==> config.mk <==
export PLATFORM = sky130hd
export DESIGN_NAME = hazard_ctrl
export DESIGN_NICKNAME = d
export VERILOG_FILES = /design/src/rtl/hazard_pkg.sv /design/src/rtl/hazard_ctrl_md_busy_cnt.sv /design/src/rtl/hazard_ctrl.sv
export SDC_FILE = /design/constraint.sdc
export NUM_CORES = 1
export LEC_CHECK = 0
export ABC_AREA = 0
export CORE_MARGIN = 2
export CORE_UTILIZATION = 50
export CTS_CLUSTER_DIAMETER = 100
export DETAILED_ROUTE_END_ITERATION = 6
export GPL_TIMING_DRIVEN = 0
export PLACE_DENSITY = 0.77
export SYNTH_ARGS = -nofsm -noshare
export SYNTH_HDL_FRONTEND = slang
export SYNTH_SLANG_ARGS = --single-unit
export TNS_END_PERCENT = 5
==> constraint.sdc <==
create_clock -name clk -period 2.35 [get_ports clk]
set_input_delay 0.47 -clock clk [delete_from_list [all_inputs] [get_ports clk]]
set_output_delay 0.47 -clock clk [all_outputs]
set_load 0.005 [all_outputs]
==> src/rtl/hazard_pkg.sv <==
// -----------------------------------------------------------------------------
// hazard_pkg
// Shared types and constants for the MIPS stall/forward controller.
//   shadow_entry_t : one in-flight destination tracked by the shadow pipeline.
//   e_src_t        : extra source/multiply-divide info held only by the E stage.
//   TNEW_* / TUSE_*: typical Tnew/Tuse encodings used by the decoder.
//   MUL_LAT_DEF / DIV_LAT_DEF : default HI/LO busy latencies.
// Field widths are sized for the largest supported configuration
// (REG_AW <= REG_AW_MAX, TW <= TW_MAX). Narrower inputs are zero-extended
// into the entries, so comparisons keep their unsigned meaning.
// -----------------------------------------------------------------------------
package hazard_pkg;

  localparam int REG_AW_MAX = 8;
  localparam int TW_MAX     = 4;

  localparam int TNEW_ALU  = 1;
  localparam int TNEW_LOAD = 2;
  localparam int TNEW_LINK = 0;

  localparam int TUSE_BRANCH   = 0;
  localparam int TUSE_ALU      = 1;
  localparam int TUSE_STORE_RT = 2;

  localparam int MUL_LAT_DEF = 5;
  localparam int DIV_LAT_DEF = 10;

  typedef struct packed {
    logic                  valid;
    logic [REG_AW_MAX-1:0] wa;
    logic                  we;
    logic [TW_MAX-1:0]     tnew;
  } shadow_entry_t;

  typedef struct packed {
    logic [REG_AW_MAX-1:0] rs;
    logic [REG_AW_MAX-1:0] rt;
    logic                  rs_use;
    logic                  rt_use;
    logic                  md_start;
    logic                  md_div;
  } e_src_t;

  // Tnew counts down as the producer moves along; it never wraps below zero.
  function automatic logic [TW_MAX-1:0] tnew_sat_dec(input logic [TW_MAX-1:0] t);
    return (t == '0) ? t : (t - TW_MAX'(1));
  endfunction

  // A stage supplies a source only if it really writes that non-zero register
  // and the consumer actually reads it.
  function automatic logic src_match(input shadow_entry_t         e,
                                     input logic [REG_AW_MAX-1:0] src,
                                     input logic                  src_use);
    return e.valid & e.we & (e.wa == src) & (src != '0) & src_use;
  endfunction

endpackage

==> src/rtl/hazard_ctrl_md_busy_cnt.sv <==
// -----------------------------------------------------------------------------
// md_busy_cnt
// HI/LO multiply/divide busy countdown.
//   clk, rst_n : clock, asynchronous active-low reset (count -> 0)
//   load_i     : a mult/div start is sitting in E this cycle
//   div_i      : that start is a divide (selects DIV_LAT instead of MUL_LAT)
//   busy_o     : count != 0
// The count loads at the end of the cycle the start occupies E, so busy is
// visible for exactly MUL_LAT/DIV_LAT cycles after that. A reload while busy
// simply restarts the count.
// -----------------------------------------------------------------------------
module md_busy_cnt #(
  parameter int MUL_LAT = 5,
  parameter int DIV_LAT = 10
) (
  input  logic clk,
  input  logic rst_n,
  input  logic load_i,
  input  logic div_i,
  output logic busy_o
);

  localparam int MAX_LAT = (MUL_LAT > DIV_LAT) ? MUL_LAT : DIV_LAT;
  localparam int CW      = $clog2(MAX_LAT + 1);

  logic [CW-1:0] cnt_q, cnt_d;

  always_comb begin
    cnt_d = cnt_q;
    if (load_i) begin
      cnt_d = div_i ? CW'(DIV_LAT) : CW'(MUL_LAT);
    end else if (cnt_q != '0) begin
      cnt_d = cnt_q - CW'(1);
    end
  end

  always_ff @(posedge clk or negedge rst_n) begin
    if (!rst_n) begin
      cnt_q <= '0;
    end else begin
      cnt_q <= cnt_d;
    end
  end

  assign busy_o = (cnt_q != '0);

endmodule

==> src/rtl/hazard_ctrl.sv <==
// -----------------------------------------------------------------------------
// hazard_ctrl
// Stall/forward controller for an in-order MIPS pipeline (F/D/E/M/W and
// deeper). In-flight destinations are tracked in a private shadow pipeline
// (stage 1 = E ... stage STAGES), so Tnew never has to come back from the
// datapath.
// Ports:
//   clk, rst_n          : clock, asynchronous active-low reset
//   d_rs/d_rt           : D-stage source addresses
//   d_tuse_rs/d_tuse_rt : cycles until each source is consumed (0 = in D)
//   d_rs_use/d_rt_use   : D instruction really reads that source
//   d_wa/d_we/d_tnew    : D destination, write enable, Tnew on entering E
//   d_hilo              : D instruction touches HI/LO
//   d_md_start/d_md_div : D instruction is mult/div, and whether it divides
//   flush               : replace the D->E transfer with a bubble
//   stall               : hold PC and F/D, bubble into E
//   fwd_d_rs/fwd_d_rt   : D operand source, 0 = RF, k = shadow stage k
//   fwd_e_rs/fwd_e_rt   : E operand source, 0 = pipe register, k >= 2 = stage k
//   md_busy             : HI/LO unit busy
//   perf_stall_raw/perf_stall_hilo : only with HAZARD_PERF_EN, 32-bit
//                         wrapping counts of RAW / HI/LO stall cycles
// Stage handshake: there is no valid/ready pair; D is always presented and
// "stall | flush" is the single condition that turns the D->E move into a
// bubble, while F/D hold is governed by stall alone.
// Build option: define HAZARD_PERF_EN to add the stall performance counters.
// -----------------------------------------------------------------------------
module hazard_ctrl
  import hazard_pkg::*;
#(
  parameter int REG_AW  = 5,
  parameter int STAGES  = 3,
  parameter int TW      = 2,
  parameter int MUL_LAT = MUL_LAT_DEF,
  parameter int DIV_LAT = DIV_LAT_DEF,
  parameter int FW      = $clog2(STAGES + 1)
) (
  input  logic              clk,
  input  logic              rst_n,
  input  logic [REG_AW-1:0] d_rs,
  input  logic [REG_AW-1:0] d_rt,
  input  logic [TW-1:0]     d_tuse_rs,
  input  logic [TW-1:0]     d_tuse_rt,
  input  logic              d_rs_use,
  input  logic              d_rt_use,
  input  logic [REG_AW-1:0] d_wa,
  input  logic              d_we,
  input  logic [TW-1:0]     d_tnew,
  input  logic              d_hilo,
  input  logic              d_md_start,
  input  logic              d_md_div,
  input  logic              flush,
  output logic              stall,
  output logic [FW-1:0]     fwd_d_rs,
  output logic [FW-1:0]     fwd_d_rt,
  output logic [FW-1:0]     fwd_e_rs,
  output logic [FW-1:0]     fwd_e_rt,
`ifdef HAZARD_PERF_EN
  output logic [31:0]       perf_stall_raw,
  output logic [31:0]       perf_stall_hilo,
`endif
  output logic              md_busy
);

  shadow_entry_t st_q [1:STAGES];
  shadow_entry_t st_d [1:STAGES];
  e_src_t        esrc_q, esrc_d;

  logic                  raw_rs, raw_rt, hilo_stall, e_md_start, md_busy_w;
  logic                  bubble;
  logic [REG_AW_MAX-1:0] rs_x, rt_x;
  logic [TW_MAX-1:0]     tuse_rs_x, tuse_rt_x;

  assign rs_x      = REG_AW_MAX'(d_rs);
  assign rt_x      = REG_AW_MAX'(d_rt);
  assign tuse_rs_x = TW_MAX'(d_tuse_rs);
  assign tuse_rt_x = TW_MAX'(d_tuse_rt);

  // ---------------------------------------------------------------------------
  // Hazard detection and D-stage forwarding
  // ---------------------------------------------------------------------------
  always_comb begin
    raw_rs   = 1'b0;
    raw_rt   = 1'b0;
    fwd_d_rs = '0;
    fwd_d_rt = '0;
    for (int k = 1; k <= STAGES; k++) begin
      if (src_match(st_q[k], rs_x, d_rs_use) && (st_q[k].tnew > tuse_rs_x)) raw_rs = 1'b1;
      if (src_match(st_q[k], rt_x, d_rt_use) && (st_q[k].tnew > tuse_rt_x)) raw_rt = 1'b1;
    end
    // Walk from the oldest stage towards E so the nearest match is written last.
    // A nearest match that is not ready yet forces 0; stall covers that case.
    for (int k = STAGES; k >= 1; k--) begin
      if (src_match(st_q[k], rs_x, d_rs_use)) fwd_d_rs = (st_q[k].tnew == '0) ? FW'(k) : '0;
      if (src_match(st_q[k], rt_x, d_rt_use)) fwd_d_rt = (st_q[k].tnew == '0) ? FW'(k) : '0;
    end
  end

  // E-stage forwarding: same rule, only stages behind E, using latched sources.
  always_comb begin
    fwd_e_rs = '0;
    fwd_e_rt = '0;
    for (int k = STAGES; k >= 2; k--) begin
      if (src_match(st_q[k], esrc_q.rs, esrc_q.rs_use)) fwd_e_rs = (st_q[k].tnew == '0) ? FW'(k) : '0;
      if (src_match(st_q[k], esrc_q.rt, esrc_q.rt_use)) fwd_e_rt = (st_q[k].tnew == '0) ? FW'(k) : '0;
    end
  end

  assign e_md_start = st_q[1].valid & esrc_q.md_start;
  assign hilo_stall = d_hilo & (md_busy_w | e_md_start);
  assign stall      = raw_rs | raw_rt | hilo_stall;
  assign bubble     = stall | flush;
  assign md_busy    = md_busy_w;

  // ---------------------------------------------------------------------------
  // Shadow pipeline next state
  // ---------------------------------------------------------------------------
  always_comb begin
    st_d[1] = '0;
    esrc_d  = '0;
    if (!bubble) begin
      st_d[1].valid   = 1'b1;
      st_d[1].wa      = REG_AW_MAX'(d_wa);
      st_d[1].we      = d_we;
      st_d[1].tnew    = TW_MAX'(d_tnew);
      esrc_d.rs       = rs_x;
      esrc_d.rt       = rt_x;
      esrc_d.rs_use   = d_rs_use;
      esrc_d.rt_use   = d_rt_use;
      esrc_d.md_start = d_md_start;
      esrc_d.md_div   = d_md_div;
    end
    for (int k = 2; k <= STAGES; k++) begin
      st_d[k]      = st_q[k-1];
      st_d[k].tnew = tnew_sat_dec(st_q[k-1].tnew);
    end
  end

  always_ff @(posedge clk or negedge rst_n) begin
    if (!rst_n) begin
      for (int k = 1; k <= STAGES; k++) st_q[k] <= '0;
      esrc_q <= '0;
    end else begin
      for (int k = 1; k <= STAGES; k++) st_q[k] <= st_d[k];
      esrc_q <= esrc_d;
    end
  end

  // ---------------------------------------------------------------------------
  // HI/LO busy countdown
  // ---------------------------------------------------------------------------
  md_busy_cnt #(
    .MUL_LAT (MUL_LAT),
    .DIV_LAT (DIV_LAT)
  ) u_md_busy_cnt (
    .clk    (clk),
    .rst_n  (rst_n),
    .load_i (e_md_start),
    .div_i  (esrc_q.md_div),
    .busy_o (md_busy_w)
  );

`ifdef HAZARD_PERF_EN
  logic [31:0] perf_raw_q, perf_raw_d;
  logic [31:0] perf_hilo_q, perf_hilo_d;

  always_comb begin
    perf_raw_d  = perf_raw_q;
    perf_hilo_d = perf_hilo_q;
    if (raw_rs | raw_rt) perf_raw_d  = perf_raw_q + 32'd1;
    if (hilo_stall)      perf_hilo_d = perf_hilo_q + 32'd1;
  end

  always_ff @(posedge clk or negedge rst_n) begin
    if (!rst_n) begin
      perf_raw_q  <= '0;
      perf_hilo_q <= '0;
    end else begin
      perf_raw_q  <= perf_raw_d;
      perf_hilo_q <= perf_hilo_d;
    end
  end

  assign perf_stall_raw  = perf_raw_q;
  assign perf_stall_hilo = perf_hilo_q;
`endif

endmodule

==> impl_metrics.sql <==
INSERT INTO impl_metrics (metric_group, metric, value, unit) VALUES
('outcome', 'result_of_the_run', 'finished with violations', ''),
('outcome', 'failed_checks', 'setup timing', ''),
('detailed_routing', 'drt-total-wl', '7.213', 'mm'),
('detailed_routing', 'wl_met2', '3.544', 'mm'),
('sta', 'setup_repair_after_global_routing_missed_its_margin', 'yes', ''),
('power_and_ir_drop', 'p_total', '2428', 'uW'),
('power_and_ir_drop', 'switching_share', '31.15', '%'),
('yosys', 'ys_types', '44', ''),
('sta', 'hold_ws', '0.1466', 'ns'),
('cells_and_area', 'number_of_diodes', '0', ''),
('cts', 'cts_inserted_buffers', '5', ''),
('floorplan', 'initial_core_util', '52.23', '%'),
('sta', 'max_freq', '370.3', 'MHz'),
('place', 'dpl.hpwl', '5.114', 'mm'),
('yosys', 'ys_seq_area_share', '41.25', '%'),
('power_and_ir_drop', 'seq_power_share', '43.1', '%'),
('power_and_ir_drop', 'switching_power', '756.5', 'uW'),
('detailed_routing', 'met3WireLength', '289', 'um'),
('yosys', 'synth-xor-area-share', '16.24', '%'),
('place', 'routability_congestion_estimate_from_global_placement', '0.9425', ''),
('critical_path', 'endpoint_class_of_the_critical_path', 'output port', ''),
('critical_path', 'timing.reg2reg.setup_slack', '0.09', 'ns'),
('power_and_ir_drop', 'internal_power', '1672', 'uW'),
('cts', 'number_of_clock_sinks', '48', ''),
('detailed_routing', 'highest-signal-layer', 'met4', ''),
('grt', 'antenna_found_initial', '0', ''),
('yosys', 'synth_edf_count', '0', ''),
('yosys', 'ys.warnings.count', '0', ''),
('detailed_routing', 'wl_per_cell', '17.59', 'um'),
('worst_hold_path', 'hold_crit_class', 'input port to async pin', ''),
('yosys', 'synth_compound_gate_area_share', '6.618', '%'),
('place', 'pre_cts_ws', '-1.387', 'ns'),
('grt', 'groute.usage.overall', '24.75', '%'),
('cells_and_area', 'mostFrequentLayoutCells', 'sky130_fd_sc_hd__dfrtp_1 (47), sky130_fd_sc_hd__xnor2_1 (32), sky130_fd_sc_hd__xor2_1 (22), sky130_fd_sc_hd__buf_4 (18), sky130_fd_sc_hd__inv_1 (17)', ''),
('sta', 'clock_skew', '0.01201', 'ns'),
('cts', 'root_buffer', 'sky130_fd_sc_hd__clkbuf_8', ''),
('sta', 'slew-limit-headroom', '54.98', '%'),
('sta', 'period_share', '114.9', '%'),
('critical_path', 'timing.critical_path.from_type', 'input port', ''),
('detailed_routing', 'drt_drc_violations_left', '0', ''),
('yosys', 'synthesis.area', '0.002912', 'sq mm'),
('yosys', 'synthMuxAreaShare', '1.074', '%'),
('cts', 'cts-root-to-sink-buffers', '2', ''),
('sta', 'final.min_clock_period', '2.701', 'ns'),
('yosys', 'synth_top_family_by_area', 'simple AND/OR/NAND/NOR gates', ''),
('detailed_routing', 'viasPerCell', '5.502', ''),
('yosys', 'mappedNetlistNets', '319', ''),
('yosys', 'ys_async_sr_fraction', '100.0', '%'),
('cts', 'clock_tree.htree_level_count', '2', ''),
('sta', 'postLayoutSetupSlackWorst', '-0.3508', 'ns'),
('sta', 'setup_viol', '8', ''),
('grt', 'maximum_number_of_pins_on_one_net_before_global_route_repair', '27', ''),
('yosys', 'synth_adder_area_share', '6.876', '%'),
('critical_path', 'timing.rr.start', 'st_q[1]$_DFF_PN0_', ''),
('run', 'max_cap_viol_count', '0', ''),
('detailed_routing', 'detail-route-antenna-nets', '0', ''),
('floorplan', 'dieHeight', '80.31', 'um'),
('sta', 'timing_worst_slew_pin_value', '0.6753', 'ns'),
('sta', 'setup_tns', '-1.411', 'ns'),
('cells_and_area', 'final_nets', '383', ''),
('power_and_ir_drop', 'cellLeakagePower', '0.001701', 'uW'),
('cts', 'clk_pin_slew_worst_setup_hold_paths', '0.10', 'ns'),
('critical_path', 'critPathMaxFanout', '5', ''),
('power_and_ir_drop', 'power.clock.fraction', '26.9', '%'),
('critical_path', 'worst-r2r-cell-count', '8', ''),
('floorplan', 'std_cell_rows', '27', ''),
('cells_and_area', 'flow.area_growth_from_synthesis', '33.48', '%'),
('cts', 'worstSkewPairLatency', '0.31', 'ns'),
('critical_path', 'arrival', '2.23', 'ns'),
('detailed_routing', 'routed_via_count', '2256', ''),
('yosys', 'synthesis.instances', '273', '');
final cells by class:
| class | count | area, sq um |
|---|---|---|
| Multi-Input combinational cell | 194 | 1813 |
| Tap cell | 72 | 90.09 |
| Sequential cell | 48 | 1202 |
| Clock inverter | 1 | 30.03 |
| Buffer | 10 | 68.82 |
| Inverter | 21 | 78.83 |
| Clock buffer | 7 | 96.34 |
| Fill cell | 398 | 1688 |
| Timing Repair Buffer | 57 | 506.7 |
how the worst max path moves through the flow:
stage / cells after the start / slack, ns / end
after global routing: 8 / -0.41 / stall
after CTS: 8 / -0.36 / stall
final: 7 / -0.35 / stall
after floorplan: 5 / -0.07 / stall
after global placement: 7 / -1.38 / stall
after detailed placement: 7 / -1.39 / stall
worst max-delay path, cell delays in order:
cell	delay [ns]
sky130_fd_sc_hd__buf_8	0.11
sky130_fd_sc_hd__or4_4	0.52
sky130_fd_sc_hd__o21ai_4	0.21
sky130_fd_sc_hd__nor3_1	0.11
sky130_fd_sc_hd__a2111o_1	0.46
sky130_fd_sc_hd__or2_1	0.23
sky130_fd_sc_hd__buf_2	0.13
layer usage:
layer  vias to the layer above  global-route usage, %
met3                        11                  3.596
met2                        56                  40.42
met4                         0                  8.644
li1                       1082                      -
met5                         -                      0
met1                      1107                  33.62
per-stage QoR:
stage	cell area [sq um]	instances
2_1_floorplan	2949	273
3_3_place_gp	3420	383
3_5_place_dp	3435	384
4_1_cts	3821	409
5_1_grt	3886	410
6_report	3886	410
synthesized netlist by cell type (2+ instances only):
| cell | count | area (sq um) |
|---|---|---|
| sky130_fd_sc_hd__nor3_1 | 9 | 45.04 |
| sky130_fd_sc_hd__buf_2 | 2 | 10.01 |
| sky130_fd_sc_hd__inv_1 | 21 | 78.83 |
| sky130_fd_sc_hd__and2_1 | 3 | 18.77 |
| sky130_fd_sc_hd__buf_4 | 2 | 15.01 |
| sky130_fd_sc_hd__or4_1 | 5 | 37.54 |
| sky130_fd_sc_hd__nand2_1 | 15 | 56.30 |
| sky130_fd_sc_hd__or2_1 | 2 | 12.51 |
| sky130_fd_sc_hd__xor2_1 | 22 | 192.7 |
| sky130_fd_sc_hd__nor4_1 | 5 | 31.28 |
| sky130_fd_sc_hd__o21ai_0 | 8 | 40.04 |
| sky130_fd_sc_hd__ha_1 | 16 | 200.2 |
| sky130_fd_sc_hd__a21oi_1 | 5 | 25.02 |
| sky130_fd_sc_hd__xnor2_1 | 32 | 280.3 |
| sky130_fd_sc_hd__o211ai_1 | 2 | 15.01 |
| sky130_fd_sc_hd__mux2i_1 | 2 | 20.02 |
| sky130_fd_sc_hd__o21ai_1 | 2 | 10.01 |
| sky130_fd_sc_hd__dfrtp_1 | 48 | 1201 |
| sky130_fd_sc_hd__or2_2 | 2 | 12.51 |
| sky130_fd_sc_hd__nor4b_1 | 3 | 26.28 |
| sky130_fd_sc_hd__a21o_1 | 2 | 15.01 |
| sky130_fd_sc_hd__nor2b_1 | 6 | 37.54 |
| sky130_fd_sc_hd__a2111oi_0 | 2 | 17.52 |
| sky130_fd_sc_hd__nand3_1 | 3 | 15.01 |
| sky130_fd_sc_hd__nor2_1 | 7 | 26.28 |
| sky130_fd_sc_hd__nor4b_2 | 9 | 135.1 |
| sky130_fd_sc_hd__nand4_1 | 7 | 43.79 |
| sky130_fd_sc_hd__clkbuf_1 | 5 | 18.77 |
| sky130_fd_sc_hd__nor4_2 | 11 | 137.6 |
sequential cells by signal, indices dropped and copies added, names as in the netlist:
signal,flops
st_q,16
esrc_q,14
st_d,14
u_md_busy_cnt.cnt_q,4
repair_timing:
item	4_1_cts	5_1_grt
gates resized for setup	113	16
setup buffers	17	1
pin swaps	23	6
hold buffers	0	0
setup endpoints to repair	32	22
power groups by stage:
stage	combinational, uW	clock [uW]	sequential [uW]
detailed placement	641	0	1050
floorplan	449	0	1020
CTS	712	658	1040
finish	729	653	1050
global placement	612	0	1050
global route	811	700	1060
cell families (layout without fill, tap and decap cells):
| family | Yosys count | in the layout |
|---|---|---|
| fa+ha+maj | 16 | 16 |
| compound gates | 28 | 28 |
| xor+xnor | 54 | 54 |
| flops | 48 | 48 |
| simple gates | 92 | 92 |
| other cells | 1 | 1 |
| mux | 3 | 3 |
| buf+inv | 31 | 96 |
Power figures use the tool's default switching activity.
